**src/rtl/cpu_ctrl_pkg.sv**
```systemverilog
// Shared definitions for the CPU control unit: FSM state encodings,
// opcode / opext / R-type function codes, ALUOp_* encodings and the
// instruction classes produced by the decoder.
package cpu_ctrl_pkg;

    typedef enum logic [2:0] {
        FETCH  = 3'd0,
        DECODE = 3'd1,
        EXEC   = 3'd2,
        MEM    = 3'd3,
        HALT   = 3'd4
    } cpuState_t;

    // Primary opcodes, IR[15:12]
    localparam logic [3:0] OP_RTYPE = 4'h0;
    localparam logic [3:0] OP_LDST  = 4'h4;
    localparam logic [3:0] OP_ADDI  = 4'h5;
    localparam logic [3:0] OP_BEQ   = 4'hC;
    localparam logic [3:0] OP_MOVI  = 4'hD;
    localparam logic [3:0] OP_HALT  = 4'hF;

    // Opext codes for OP_LDST, IR[7:4]
    localparam logic [3:0] EXT_LOAD = 4'h0;
    localparam logic [3:0] EXT_STOR = 4'h4;

    // R-type function codes, IR[7:4]
    localparam logic [3:0] FN_AND = 4'h1;
    localparam logic [3:0] FN_OR  = 4'h2;
    localparam logic [3:0] FN_XOR = 4'h3;
    localparam logic [3:0] FN_ADD = 4'h5;
    localparam logic [3:0] FN_SUB = 4'h9;
    localparam logic [3:0] FN_CMP = 4'hB;
    localparam logic [3:0] FN_MOV = 4'hD;

    // ALU operation codes shared with reg_alu
    localparam logic [4:0] ALUOp_NOP = 5'd0;
    localparam logic [4:0] ALUOp_ADD = 5'd1;
    localparam logic [4:0] ALUOp_SUB = 5'd2;
    localparam logic [4:0] ALUOp_AND = 5'd3;
    localparam logic [4:0] ALUOp_OR  = 5'd4;
    localparam logic [4:0] ALUOp_XOR = 5'd5;
    localparam logic [4:0] ALUOp_MOV = 5'd6;
    localparam logic [4:0] ALUOp_CMP = 5'd7;

    // Position of the Z flag inside {C,L,F,Z,N}
    localparam int PSR_Z = 1;

    typedef enum logic [2:0] {
        IC_NOP  = 3'd0,
        IC_ALU  = 3'd1,
        IC_CMP  = 3'd2,
        IC_LOAD = 3'd3,
        IC_STOR = 3'd4,
        IC_BEQ  = 3'd5,
        IC_HALT = 3'd6
    } instrClass_t;

    // R-type function field to ALU operation; unknown codes become NOP
    function automatic logic [4:0] funcToAluOp(input logic [3:0] fn);
        case (fn)
            FN_ADD:  return ALUOp_ADD;
            FN_SUB:  return ALUOp_SUB;
            FN_AND:  return ALUOp_AND;
            FN_OR:   return ALUOp_OR;
            FN_XOR:  return ALUOp_XOR;
            FN_MOV:  return ALUOp_MOV;
            FN_CMP:  return ALUOp_CMP;
            default: return ALUOp_NOP;
        endcase
    endfunction

endpackage

```
**src/rtl/cpu_decode.sv**
```systemverilog
// Combinational instruction decoder.
//   ir      in  16  instruction register
//   aluOp   out 5   ALU operation (ALUOp_*)
//   imm     out 16  extended immediate / branch displacement
//   immMux  out 1   1 = ALU B operand comes from imm
//   iClass  out 3   instruction class steering the control FSM
module cpu_decode
    import cpu_ctrl_pkg::*;
(
    input  logic [15:0]  ir,
    output logic [4:0]   aluOp,
    output logic [15:0]  imm,
    output logic         immMux,
    output instrClass_t  iClass
);

    always_comb begin
        aluOp  = ALUOp_NOP;
        imm    = '0;
        immMux = 1'b0;
        iClass = IC_NOP;
        case (ir[15:12])
            OP_RTYPE: begin
                aluOp = funcToAluOp(ir[7:4]);
                if (aluOp == ALUOp_CMP) begin
                    iClass = IC_CMP;
                end else if (aluOp != ALUOp_NOP) begin
                    iClass = IC_ALU;
                end
            end
            OP_ADDI: begin
                aluOp  = ALUOp_ADD;
                immMux = 1'b1;
                imm    = {{8{ir[7]}}, ir[7:0]};
                iClass = IC_ALU;
            end
            OP_MOVI: begin
                aluOp  = ALUOp_MOV;
                immMux = 1'b1;
                imm    = {8'h00, ir[7:0]};
                iClass = IC_ALU;
            end
            OP_LDST: begin
                if (ir[7:4] == EXT_LOAD) begin
                    iClass = IC_LOAD;
                end else if (ir[7:4] == EXT_STOR) begin
                    iClass = IC_STOR;
                end
            end
            OP_BEQ: begin
                // Displacement travels on imm; it only feeds the PC adder
                imm    = {{8{ir[7]}}, ir[7:0]};
                iClass = IC_BEQ;
            end
            OP_HALT: begin
                iClass = IC_HALT;
            end
            default: ;
        endcase
    end

endmodule

```
**src/rtl/cpu_ctrl.sv**
```systemverilog
// Multi-cycle CPU control unit: FETCH -> DECODE -> EXEC [-> MEM] -> FETCH,
// plus a terminal HALT state left only by reset.
//   clk, reset          clock, synchronous active-high reset
//   mem_req/we/addr     memory request handshake (held until mem_ack)
//   mem_ack, mem_rdata  memory completion and read data
//   pc                  program counter
//   rSrc, rDst          register-file selects
//   aluOp, imm, IMM_MUX ALU control from the decoder
//   write, wb_mem       register write strobe and writeback source
//   psr_we              flag register update strobe
//   dSrc, dDst          register read data (load/store address, store data)
//   psrIn               flags {C,L,F,Z,N}
//   halted              HALT instruction has executed
module cpu_ctrl
    import cpu_ctrl_pkg::*;
(
    input  logic        clk,
    input  logic        reset,
    output logic        mem_req,
    output logic        mem_we,
    output logic [15:0] mem_addr,
    input  logic        mem_ack,
    input  logic [15:0] mem_rdata,
    output logic [15:0] pc,
    output logic [3:0]  rSrc,
    output logic [3:0]  rDst,
    output logic [4:0]  aluOp,
    output logic [15:0] imm,
    output logic        IMM_MUX,
    output logic        write,
    output logic        wb_mem,
    output logic        psr_we,
    input  logic [15:0] dSrc,
    input  logic [15:0] dDst,
    input  logic [4:0]  psrIn,
    output logic        halted
);

    cpuState_t   stateReg, stateNext;
    logic [15:0] pcReg, pcNext;
    logic [15:0] irReg, irNext;
    logic [15:0] pcInc;

    logic [4:0]  decAluOp;
    logic [15:0] decImm;
    logic        decImmMux;
    instrClass_t decClass;
    logic        decActive;

    // Store data is routed by the datapath; only Z steers branches
    logic        unusedInputs;
    assign unusedInputs = ^{dDst, psrIn[4:2], psrIn[0]};

    cpu_decode uDecode (
        .ir     (irReg),
        .aluOp  (decAluOp),
        .imm    (decImm),
        .immMux (decImmMux),
        .iClass (decClass)
    );

    assign pcInc = pcReg + 16'd1;

    always_ff @(posedge clk) begin
        if (reset) begin
            stateReg <= FETCH;
            pcReg    <= '0;
            irReg    <= '0;
        end else begin
            stateReg <= stateNext;
            pcReg    <= pcNext;
            irReg    <= irNext;
        end
    end

    // Strobes are combinational from state and mem_ack so a zero-wait ack
    // completes in the cycle it arrives. Everything is forced low while
    // reset is high, which also discards any ack arriving in that window.
    always_comb begin
        stateNext = stateReg;
        pcNext    = pcReg;
        irNext    = irReg;
        mem_req   = 1'b0;
        mem_we    = 1'b0;
        mem_addr  = '0;
        write     = 1'b0;
        psr_we    = 1'b0;
        wb_mem    = 1'b0;
        if (!reset) begin
            case (stateReg)
                FETCH: begin
                    mem_req  = 1'b1;
                    mem_addr = pcReg;
                    if (mem_ack) begin
                        irNext    = mem_rdata;
                        stateNext = DECODE;
                    end
                end
                DECODE: begin
                    stateNext = EXEC;
                end
                EXEC: begin
                    stateNext = FETCH;
                    pcNext    = pcInc;
                    case (decClass)
                        IC_ALU: begin
                            write  = 1'b1;
                            psr_we = 1'b1;
                        end
                        IC_CMP: begin
                            psr_we = 1'b1;
                        end
                        IC_LOAD, IC_STOR: begin
                            stateNext = MEM;
                            pcNext    = pcReg;
                        end
                        IC_BEQ: begin
                            if (psrIn[PSR_Z]) begin
                                pcNext = pcReg + decImm;
                            end
                        end
                        IC_HALT: begin
                            stateNext = HALT;
                            pcNext    = pcReg;
                        end
                        default: ;
                    endcase
                end
                MEM: begin
                    mem_req  = 1'b1;
                    mem_addr = dSrc;
                    mem_we   = (decClass == IC_STOR);
                    if (mem_ack) begin
                        write     = (decClass == IC_LOAD);
                        wb_mem    = (decClass == IC_LOAD);
                        pcNext    = pcInc;
                        stateNext = FETCH;
                    end
                end
                HALT: ;
                default: begin
                    stateNext = FETCH;
                end
            endcase
        end
    end

    // Decode fields are only presented while an instruction is in flight
    assign decActive = !reset && (stateReg == DECODE || stateReg == EXEC || stateReg == MEM);
    assign rDst      = decActive ? irReg[11:8] : 4'd0;
    assign rSrc      = decActive ? irReg[3:0]  : 4'd0;
    assign aluOp     = decActive ? decAluOp    : ALUOp_NOP;
    assign imm       = decActive ? decImm      : 16'd0;
    assign IMM_MUX   = decActive ? decImmMux   : 1'b0;

    assign pc     = pcReg;
    assign halted = !reset && (stateReg == HALT);

endmodule

```
**config.mk**
```make
export PLATFORM = sky130hd
export DESIGN_NAME = cpu_ctrl
export DESIGN_NICKNAME = d
export VERILOG_FILES = /design/src/rtl/cpu_ctrl_pkg.sv /design/src/rtl/cpu_decode.sv /design/src/rtl/cpu_ctrl.sv
export SDC_FILE = /design/constraint.sdc
export NUM_CORES = 1
export LEC_CHECK = 0
export BUFFER_PORTS_ARGS = -buffer_cell sky130_fd_sc_hd__buf_4
export CELL_PAD_IN_SITES_DETAIL_PLACEMENT = 0
export CELL_PAD_IN_SITES_GLOBAL_PLACEMENT = 1
export CORE_MARGIN = 2
export CORE_UTILIZATION = 35
export DETAILED_ROUTE_END_ITERATION = 6
export PLACE_DENSITY_LB_ADDON = 0.1
export SLEW_MARGIN = 20
export SYNTH_ARGS = -nofsm -noshare
export SYNTH_HDL_FRONTEND = slang
export SYNTH_HIERARCHICAL = 1
export SYNTH_SLANG_ARGS = --single-unit
```
**constraint.sdc**
```tcl
create_clock -name clk -period 3.95 [get_ports clk]
set_clock_uncertainty 0.2 [all_clocks]
set_input_delay 0.9875 -clock clk [delete_from_list [all_inputs] [get_ports clk]]
set_output_delay 0.9875 -clock clk [all_outputs]
set_load 0.05 [all_outputs]
```
# ---- Word-level counts from Yosys, hierarchy flattened
# Index checks and enable logic that the tools add are counted.
dict set report totals {
  register_bits 35
  in_bits 56
  output_inout_bits 68
  word_cells 90
}
dict set report op_classes {
  addsub 2
  eq_ne 27
  muxes 38
  bitwise 1
  reduce_logical 19
}
# cell count
set op_table {}
lappend op_table {{$pmux 16 s2} 4}
lappend op_table {{$mux 16} 4}
lappend op_table {{$pmux 3 s5} 2}
lappend op_table {{$eq 4x4->1 const B} 6}
lappend op_table {{$pmux 3 s7} 1}
lappend op_table {{$add 16x1->16 const B} 1}
lappend op_table {{$add 16x16->16} 1}
lappend op_table {{$eq 4x3->1 const B} 4}
lappend op_table {{$mux 1} 15}
lappend op_table {{$mux 3} 5}
lappend op_table {{$pmux 5 s3} 1}
lappend op_table {{$eq 3x2->1 const B} 4}
lappend op_table {{$eq 3x3->1 const B} 4}
lappend op_table {{$mux 5} 2}
lappend op_table {{$reduce_or 2->1} 5}
lappend op_table {{$eq 4x2->1 const B} 2}
lappend op_table {{$logic_not 4->1} 2}
lappend op_table {{$mux 4} 2}
lappend op_table {{$eq 3x1->1 const B} 2}
lappend op_table {{$ne 2x2->1 const B} 3}
lappend op_table {{$pmux 3 s2} 1}
lappend op_table {{$reduce_and 3->1} 2}
lappend op_table {{$eq 5x3->1 const B} 1}
lappend op_table {{$reduce_bool 5->1} 1}
lappend op_table {{other kinds (10)} 12}

# ---- Logic depth before layout (Yosys ltp)
# Gate-level depths: netlist of run 1.
dict set report depth {
  depth_word 12
  mapped_depth 12
  mapped_depth_nobuf 11
}

# ---- Cells and area by module
# The synthesis of run 1 kept the hierarchy.
# mod n_inst cells_each area_each_um2 seq_area_each_um2
set modules_own_cells {}
lappend modules_own_cells {cpu_ctrl 1 398 2895.3 700.7}
lappend modules_own_cells {cpu_decode 1 61 442.9 0.0}

# ---- Worst setup path after synthesis of run 1
# Ideal clock, no wire load.
dict set report synth_path {
  kind {input to output}
  from {input reset}
  to {output psr_we}
  arrival_ns 2.941
  required_time_ns 2.763
  slack_ns -0.179
  cell_stages 3
  path_buffers 1
  cell_sequence {clkbuf_1 > nor2_1 > nor4b_1}
}
dict set report synth_via {
  elab_chain_cells 1
}
# item line_no
set synth_lines {}
lappend synth_lines {{from (decl)} cpu_ctrl.sv:18} ;# input logic reset,
lappend synth_lines {{$mux 1} cpu_ctrl.sv:89} ;# if (!reset) begin
lappend synth_lines {{to (decl)} cpu_ctrl.sv:32} ;# output logic psr_we,
# Every way passes these cells.

# ---- Final worst setup path of run 1
dict set report layout_path {
  from {register irReg[13]}
  to {register pcReg[10], in the netlist pc[10]}
}
dict set report layout_via {
  elab_chain_cells 7
  word_cells_on_any_way 21
  classes_between {1 x add/sub; 10 x eq/ne; 5 x mux; 5 x reduce/logical}
}
# item line_no
set layout_lines {}
lappend layout_lines {{from (decl)} cpu_ctrl.sv:41} ;# logic [15:0] irReg, irNext;
lappend layout_lines {{from (signal assigned)} cpu_ctrl.sv:72} ;# irReg <= irNext;
lappend layout_lines {{$eq 4x3->1 or $eq 4x4->1 (tied branches)} cpu_decode.sv:22} ;# case (ir[15:12])
lappend layout_lines {{$reduce_or 2->1 (no source line)} -}
lappend layout_lines {{$pmux 16 s2 *} cpu_decode.sv:22}
lappend layout_lines {{net decImm[0]} cpu_ctrl.sv:45} ;# logic [15:0] decImm;
lappend layout_lines {{$add 16x16->16 *} cpu_ctrl.sv:119} ;# pcNext = pcReg + decImm;
lappend layout_lines {{$mux 16 *} cpu_ctrl.sv:118} ;# if (psrIn[PSR_Z]) begin
lappend layout_lines {{$pmux 16 s2 *} cpu_ctrl.sv:105} ;# case (decClass)
lappend layout_lines {{$pmux 16 s2 *} cpu_ctrl.sv:90} ;# case (stateReg)
lappend layout_lines {{to (signal assigned)} cpu_ctrl.sv:71} ;# pcReg <= pcNext;
lappend layout_lines {{to (decl)} cpu_ctrl.sv:40} ;# logic [15:0] pcReg, pcNext;
# Mark *: on every way through the listed nets, which the timed path passes. The rest lies on a longest branch.
# A chain may end at the register's enable or synchronous reset.

==> impl_metrics.json, run 1 <==
{
  "synth_area_per_cell_um2": 7.27,
  "crit_required_ns": 3.93,
  "end_kind": "flip-flop",
  "cts_setup_buffers": 0,
  "hold_class": "reg2reg",
  "yosys.area_share.simple_pct": 33.0,
  "ir_drop_mv": 0.118,
  "viasPerCell": 5.27,
  "postCtsHoldBufs": 0,
  "status": "finished clean",
  "rows": 35,
  "cts_resized": 0,
  "clock_sinks": 35,
  "drv_slew": 0,
  "cts.path.max_buffers": 2,
  "io_buffers": 101,
  "grt_usage_pct": 20.1,
  "grt_max_degree": 41,
  "max_freq_mhz": 290,
  "cp_top_family": "compound AO/OA/AOI/OAI gates",
  "grt_pass1_wl_mm": 16.5,
  "synthAdderAreaFrac_pct": 6.90,
  "die_w_um": 102,
  "grt_overflow": 0,
  "dr.pass1.iters": 4,
  "post_drt_wl_per_cell_um": 15.5,
  "crit_fanout": 9,
  "crit_path_start_kind": "flip-flop",
  "synthFlopType": "dfxtp_1",
  "synth_edf_count": 0,
  "crit_chain": "nor2b_2 -> o21a_1 -> and2_1 -> ha_1 -> fa_1 -> a21oi_1 -> o311ai_0 -> a21oi_1 -> a21oi_1 -> xnor2_1 -> a2111oi_0",
  "drv_cap": 0,
  "async_flop_share_pct": 0,
  "tritoncts": "done",
  "seq_area_frac_synth_pct": 21.0,
  "detail-route-antenna-nets": 0,
  "final.setup.tns_ns": 0,
  "grt_pass1_vias": 3222,
  "drive_gt1_share_pct": 26.5,
  "synthesis.area_um2": 3340,
  "pin_count": 124,
  "clkTransAtPathRegs_ns": 0.09,
  "cts_buffers": 5,
  "cpPeakStageDelay_ns": 0.56,
  "insertion_delay_ns": 0.30,
  "dp_hpwl_mm": 7.85,
  "crit_top_cell": "a21oi_1",
  "p_per_area_nw_per_um2": 200,
  "rsz0062_at_grt": "false",
  "period_share_pct": 87.2,
  "initial_core_util_pct": 36.1,
  "synth_cells": 459,
  "crit_slowest_cell": "dfxtp_1",
  "ys.warnings.count": 6,
  "synth_top_family_by_area": "simple AND/OR/NAND/NOR gates",
  "drc_errors": 0,
  "fin_nets": 621,
  "synth_compound_area_share_pct": 26.3,
  "yosysUniqueCellTypes": 67,
  "yosys-mux-area-fraction_pct": 1.87,
  "dieArea_um2": 10300,
  "antenna_found_initial": 0,
  "syn_to_final_growth_pct": 29.0,
  "h-tree-depth": 2,
  "arrival_ns": 3.42,
  "core_um2": 9240,
  "antenna_cells": 0,
  "reg2reg_slack_ns": 0.51,
  "relSlewSlack_pct": 57.0,
  "p_leak_nw": 1.96,
  "hold_viol_final": 0,
  "setup_viol": 0,
  "path_class": "reg2reg",
  "holdWs_ns": 0.253,
  "synth-seq-cells": 35,
  "place.gp.congestion": 0.836,
  "die_h_um": 102,
  "min_period_ns": 3.44,
  "synthXorXnorAreaFrac_pct": 3.41,
  "tightestPinTransition_ns": 0.644,
  "cts_root_buffer": "clkbuf_8",
  "vias": 3568,
  "cp_num_buf_inv": 0,
  "routed_wl_mm": 10.5,
  "dr.first_iter.drc_count": 115
}
synthesized netlist by cell type, types with 3 or more instances:
library cell	count	area, µm²
a211oi_1	7	52.6
a21o_1	7	52.6
a21oi_1	46	230
a22o_1	17	149
a311oi_1	4	35.0
and2_1	40	250
and3_1	3	18.8
buf_4	10	75.1
buf_6	4	45.0
clkbuf_1	21	78.8
dfxtp_1	35	701
ha_1	16	200
inv_1	8	30.0
mux2i_1	4	40.0
nand2_1	67	251
nand3_1	13	65.1
nand3b_1	3	22.5
nand4_1	5	31.3
nor2_1	27	101
nor2b_1	10	62.6
nor3_1	8	40.0
nor4_1	5	31.3
nor4b_1	4	35.0
o211ai_1	4	30.0
o21a_1	7	52.6
o21ai_0	18	90.1
o31ai_1	3	22.5
or2_2	3	18.8
or3_1	4	25.0
xnor2_1	10	87.6
xor2_1	3	26.3
final timing paths:
kind | startpoint | to | cells past startpoint
max | irReg[13] | pc[10] | 11
min | irReg[11] | irReg[11] | 2
max reg2reg | irReg[13] | pc[10] | 11
min reg2reg | irReg[11] | irReg[11] | 2
kinds of logic (layout without fill, tap and decap cells):
logic type | Yosys count | count (layout)
compound gates | 131 | 131
flops | 35 | 35
fa+ha+maj | 18 | 18
other cells | 1 | 2
buf+inv | 47 | 135
simple gates | 208 | 208
xor+xnor | 13 | 13
mux | 6 | 6
flip-flops by register name (all words and copies together), names as in the netlist:
signal,flops
irReg,16
pc,16
stateReg,3
placed cells by master, fill, tap and decap left out, types with 4 or more instances in the layout:
cell type / n
a211oi_1: 7
a21o_1: 7
a21oi_1: 46
a22o_1: 17
a311oi_1: 4
and2_1: 40
buf_4: 119
clkbuf_8: 6
dfxtp_1: 35
ha_1: 16
inv_1: 8
mux2i_1: 4
nand2_1: 67
nand3_1: 13
nand4_1: 5
nor2_1: 27
nor2b_1: 10
nor3_1: 6
nor4_1: 4
o211ai_1: 4
o21a_1: 7
o21ai_0: 18
or3_1: 4
xnor2_1: 10
tightest hold or removal path: cells and delay by family (launching register included):
kind / cells / cell delay [ns]
simple gates: 1 / 0.05
flops: 1 / 0.31
compound gates: 1 / 0.05
metal layers:
metal / global-route usage (%) / up-vias / wire, µm
met5: 0 / - / 0
met4: 4.47 / 0 / 115
met3: 2.76 / 10 / 478
met2: 34.2 / 100 / 4910
met1: 27.0 / 1631 / 4990
li1: - / 1827 / -
metrics by stage:
| step | power, mW | area [µm²] | utilization (%) | cells | worst slack (ns) |
|---|---|---|---|---|---|
| finish | 0.863 | 4310 | 46.6 | 677 | 0.507 |
| global route | 0.903 | 4310 | 46.6 | 677 | 0.226 |
| CTS | 0.870 | 4310 | 46.6 | 677 | 0.510 |
| detailed placement | 0.585 | 4220 | 45.7 | 670 | 0.528 |
| global placement | 0.583 | 4220 | 45.7 | 670 | 0.549 |
| floorplan | 0.514 | 3350 | - | 460 | 0.363 |
area by class of cell:
class	count	area, µm²
clock buffer	6	82.6
tap	129	161
fill	955	4930
sequential	35	701
multi-input combinational	378	2430
clock inverter	1	5.00
inverter	9	33.8
timing repair buffer	119	893
power breakdown:
part	switching [mW]	internal, mW
sequential	0.0178	0.366
combinational	0.116	0.0770
clock	0.149	0.137
Power figures use the tool's default switching activity.
==> run 2: changes to the inputs <==
Settings changed: CORE_UTILIZATION 35 to 36, CTS_BUF_LIST set to sky130_fd_sc_hd__clkbuf_2 sky130_fd_sc_hd__clkbuf_4 sky130_fd_sc_hd__clkbuf_8.
==> run 2 against run 1 <==
  * Die area is 2.7% lower
  * Critical path depth up 1
  * Wire length is 2.6% lower
  * Count of clock-buffer cells in the layout is 1 lower
  * Final area is 1.2% lower
  * Via count is 0.62% higher
  * Worst setup slack worse by 0.075 ns
  * Register-to-register slack worse by 0.08 ns
  * Largest cell class unchanged
  * Worst hold slack worse by 0.0017 ns
==> impl_metrics.json, run 2 (same netlist as run 1, synthesis figures left out) <==
{
  "power_mw": 0.842,
  "max_freq_mhz": 284,
  "drv_cap": 0,
  "relSlewSlack_pct": 53.7,
  "layout_common_cells": "buf_4, nand2_1, a21oi_1",
  "rows": 35,
  "final.setup.tns_ns": 0,
  "post_drt_wl_per_cell_um": 15.6,
  "hold_viol_final": 0,
  "period_share_pct": 89.1,
  "initial_core_util_pct": 36.6,
  "grt_max_degree": 41,
  "cts_setup_buffers": 0,
  "grt_usage_pct": 20.3,
  "drv_slew": 0,
  "multi_input_area_um2": 2430,
  "tightestPinTransition_ns": 0.693,
  "cts_resized": 0,
  "grt_overflow": 0,
  "ir_drop_mv": 0.118,
  "syn_to_final_growth_pct": 27.4,
  "insertion_delay_ns": 0.29,
  "cts_root_buffer": "clkbuf_8",
  "viasPerCell": 5.49,
  "dieArea_um2": 10100,
  "layout_commonest_cell": "buf_4",
  "path_class": "reg2reg",
  "status": "finished clean",
  "cts_buffers": 5,
  "place.gp.congestion": 0.852,
  "rsz0062_at_grt": "false",
  "cts.path.max_buffers": 2,
  "tritoncts": "done",
  "antenna_found_initial": 0,
  "crit_required_ns": 3.92,
  "arrival_ns": 3.49,
  "io_buffers": 101,
  "p_leak_nw": 1.93,
  "end_kind": "flip-flop",
  "p_per_area_nw_per_um2": 198,
  "setup_viol": 0,
  "die_h_um": 100,
  "die_w_um": 100,
  "clkTransAtPathRegs_ns": 0.08,
  "detail-route-antenna-nets": 0,
  "dr.pass1.iters": 4,
  "min_period_ns": 3.52,
  "seq_area_um2": 701,
  "antenna_cells": 0,
  "fin_nets": 615,
  "pin_count": 124,
  "hold_class": "reg2reg",
  "dp_hpwl_mm": 7.50,
  "core_um2": 9110,
  "crit_fanout": 9,
  "fillers": 986,
  "drc_errors": 0,
  "grt_pass1_wl_mm": 16.5,
  "clock_sinks": 35,
  "crit_path_start_kind": "flip-flop",
  "dr.first_iter.drc_count": 142,
  "vias": 3590,
  "drive_gt1_share_pct": 25.8,
  "h-tree-depth": 2,
  "postCtsHoldBufs": 0,
  "routed_wl_mm": 10.2,
  "grt_pass1_vias": 3255
}
## run 2: metal layers
metal | up-vias | track usage, % | part of all wire [%]
met1 | 1676 | 28.0 | 47
met4 | 0 | 4.11 | 0.58
met3 | 6 | 3.41 | 5.3
li1 | 1814 | - | -
met5 | - | 0 | 0
met2 | 94 | 33.5 | 47
## run 2: worst paths after layout
check / startpoint / end / slack, ns / depth (start not counted)
max: irReg[13] / pc[10] / 0.43 / 12
min reg2reg: irReg[8] / irReg[8] / 0.25 / 2
min: irReg[8] / irReg[8] / 0.25 / 2
max reg2reg: irReg[13] / pc[10] / 0.43 / 12
## run 2: area by class of cell
cell class / count / area share, %
multi-input cells: 378 / 57.1
clock buffers: 5 / 1.62
flip-flops and latches: 35 / 16.5
inverters: 9 / 0.794
clock inverters: 3 / 0.471
well taps: 111 / 3.27
repair buffers: 113 / 20.2
## run 2: power by group
part	leakage (nW)	internal, mW	switching [mW]
clock	0.0402	0.123	0.150
sequential	0.285	0.366	0.0219
combinational	1.60	0.0737	0.108
## run 2: per-stage QoR
| step | instances | hold WS [ns] | util, % | instance area [µm²] | worst slack [ns] |
|---|---|---|---|---|---|
| floorplan | 460 | 0.232 | - | 3350 | 0.363 |
| global placement | 646 | 0.239 | 45.7 | 4160 | 0.428 |
| detailed placement | 646 | 0.242 | 45.7 | 4160 | 0.430 |
| CTS | 654 | 0.254 | 46.7 | 4250 | 0.384 |
| global route | 654 | 0.280 | 46.7 | 4250 | 0.152 |
| finish | 654 | 0.251 | 46.7 | 4250 | 0.432 |
## run 2: worst max-delay path, cell delays in order, from the launching register on
cell	delay [ns]
dfxtp_1	0.56
nor2b_2	0.12
o21a_1	0.19
and2_1	0.19
ha_1	0.22
fa_1	0.41
a21oi_1	0.27
o311ai_0	0.17
buf_4	0.18
a21oi_1	0.23
a21oi_1	0.12
xnor2_1	0.13
a2111oi_0	0.39
==> run 3: changes to the inputs <==
Settings changed: ABC_AREA set to 1, CORE_UTILIZATION 36 to 35, REMOVE_ABC_BUFFERS set to 1.
==> run 3 against run 2 <==
  * Combinational power rose by 87%
  * Final area rose by 5.7%
  * Sequential share of layout area fell by 0.89 points
  * Largest power group unchanged
  * Global-route usage rose by 0.45 points
  * Critical path type is now in2out
  * Worst hold slack improved by 0.0033 ns
  * Register-to-register slack improved by 0.68 ns
  * Power rose by 29%
  * Critical endpoint is now mem_addr[4]
  * Non-clock buffer count fell by 7
  * Sequential power rose by 7.0%
==> impl_metrics.json, run 3 <==
{
  "dieArea_um2": 11100,
  "cts_root_buffer": "clkbuf_8",
  "seq_area_frac_synth_pct": 19.5,
  "cp_num_buf_inv": 3,
  "pin_count": 124,
  "yosys.area.top_type": "dfxtp_1",
  "dp_slack_ns": 0.540,
  "synthFlopType": "dfxtp_1",
  "synthesis.area_um2": 3600,
  "grt_usage_pct": 20.8,
  "tightestPinTransition_ns": 0.879,
  "timing.rr.start": "irReg[15]",
  "min_period_ns": 3.41,
  "hold_path_startpoint": "irReg[8]",
  "drive_gt1_share_pct": 19.9,
  "initial_core_util_pct": 35.5,
  "ys.warnings.count": 6,
  "max_freq_mhz": 294,
  "crit_chain": "buf_4 -> inv_1 -> nand2_1 -> o21ai_0 -> buf_4",
  "arrival_ns": 2.22,
  "power_mw": 1.08,
  "crit_fanout": 16,
  "clkTransAtPathRegs_ns": 0.08,
  "async_flop_share_pct": 0,
  "crit_top_cell": "buf_4",
  "cpPeakStageDelay_ns": 0.38,
  "synth_edf_count": 0,
  "post-synth-top-count-cell": "nand2_1",
  "seq_area_um2": 701,
  "synthTopCellsByCount": "nand2_1, inv_1, nor2_1, nand3_1, a21oi_1",
  "yosysUniqueCellTypes": 47,
  "rows": 37,
  "grt_pass1_vias": 3793,
  "vias": 4206,
  "layout_common_cells": "nand2_1, buf_4, inv_1",
  "post_drt_wl_per_cell_um": 13.7,
  "drv_slew": 0,
  "die_h_um": 105,
  "place.gp.congestion": 0.912,
  "hold_class": "reg2reg",
  "crit_required_ns": 2.76,
  "synth_cells": 621,
  "synth_area_per_cell_um2": 5.79,
  "h-tree-depth": 2,
  "dr.first_iter.drc_count": 244,
  "postCtsHoldBufs": 0,
  "grt_overflow": 0,
  "multi_input_area_um2": 2320,
  "dr.pass1.iters": 6,
  "antenna_found_initial": 0,
  "cts.path.max_buffers": 2,
  "setup_viol": 0,
  "io_buffers": 101,
  "worst_slack_ns": 0.544,
  "routed_wl_mm": 11.6,
  "fin_nets": 780,
  "path_class": "in2out",
  "insertion_delay_ns": 0.29,
  "synth-seq-cells": 35,
  "grt_max_degree": 33,
  "core_um2": 10100,
  "ir_drop_mv": 0.136,
  "hold_viol_final": 0,
  "relSlewSlack_pct": 41.2,
  "clock_sinks": 35,
  "startpoint": "reset",
  "viasPerCell": 4.99,
  "fillers": 1150,
  "cts_setup_buffers": 0,
  "status": "finished clean",
  "period_share_pct": 86.2,
  "antenna_cells": 0,
  "end_kind": "primary output",
  "layout_commonest_cell": "nand2_1",
  "cts_buffers": 5,
  "holdWs_ns": 0.254,
  "tritoncts": "done",
  "p_leak_nw": 2.06,
  "crit_slowest_cell": "nand2_1",
  "drc_errors": 0,
  "die_w_um": 105,
  "cts_resized": 0,
  "dp_hpwl_mm": 8.94,
  "p_per_area_nw_per_um2": 241,
  "cp_top_family": "buffers and inverters",
  "crit_path_start_kind": "input pin",
  "grt_pass1_wl_mm": 18.6,
  "synth.top_cell.area_share_pct": 19.5,
  "drv_cap": 0,
  "synthTopCellsByArea": "dfxtp_1, nand2_1, inv_1",
  "syn_to_final_growth_pct": 25.1,
  "rsz0062_at_grt": "false",
  "detail-route-antenna-nets": 0
}
==> run 3: cell types whose count changed after synthesis, moves of 17 or more <==
cell	previous run	this run
nand3_1	13	64
inv_1	8	100
a22o_1	17	0
and2_1	40	1
nand2_1	67	130
o21ai_0	18	39
nor2_1	27	83
==> run 3: area by class of cell <==
cell class                 instances  area share [%]
inverter                         106            9.02
multi-input combinational        453            51.6
timing repair buffer             106            17.7
clock inverter                     2           0.835
tap                              136            3.78
clock buffer                       5            1.53
sequential                        35            15.6
==> run 3: cell families (layout without fill, tap and decap cells) <==
group                      Yosys count  after routing  share of synthesized area [%]
AOI/OAI and AO/OA                  111            111                           17.0
adders and majority gates           17             17                           6.12
xor gates and xnor gates             7              7                           1.70
buffers and inverters              134            219                           16.1
and+or+nand+nor                    316            316                           39.5
DFF                                 35             35                           19.5
other                                1              2                          0.104
==> run 3: worst paths after layout <==
kind	endpoint	slack (ns)	cells past startpoint
worst max-delay path	mem_addr[4]	0.54	5
worst min-delay path	irReg[8]	0.25	2
worst max register to register	pc[10]	1.11	14
worst min register to register	irReg[8]	0.25	2
==> run 3: tightest hold or removal path, cell delays in order, from the launching register on <==
cell	delay (ns)
dfxtp_1	0.30
inv_1	0.06
a21oi_1	0.05
==> run 3: report_power, final <==
part / switching [mW] / internal [mW]
logic: 0.233 / 0.108
clock network: 0.144 / 0.185
registers: 0.0355 / 0.379
total: 0.412 / 0.672
==> run 3: layer usage <==
layer	vias up	GRT usage [%]	wire, µm
met1	1897	27.6	5440
met5	-	0	0
met4	0	5.43	169
met3	10	3.96	736
li1	2162	-	-
met2	137	34.4	5220
==> run 3: stage by stage <==
step | cells | TNS (ns) | instance area (µm²) | utilization, %
3_5_place_dp | 836 | 0 | 4390 | 43.3
2_1_floorplan | 594 | -11.65 | 3420 | -
3_3_place_gp | 836 | 0 | 4390 | 43.3
4_1_cts | 843 | 0 | 4500 | 44.4
5_1_grt | 843 | 0 | 4500 | 44.4
6_report | 843 | 0 | 4500 | 44.4
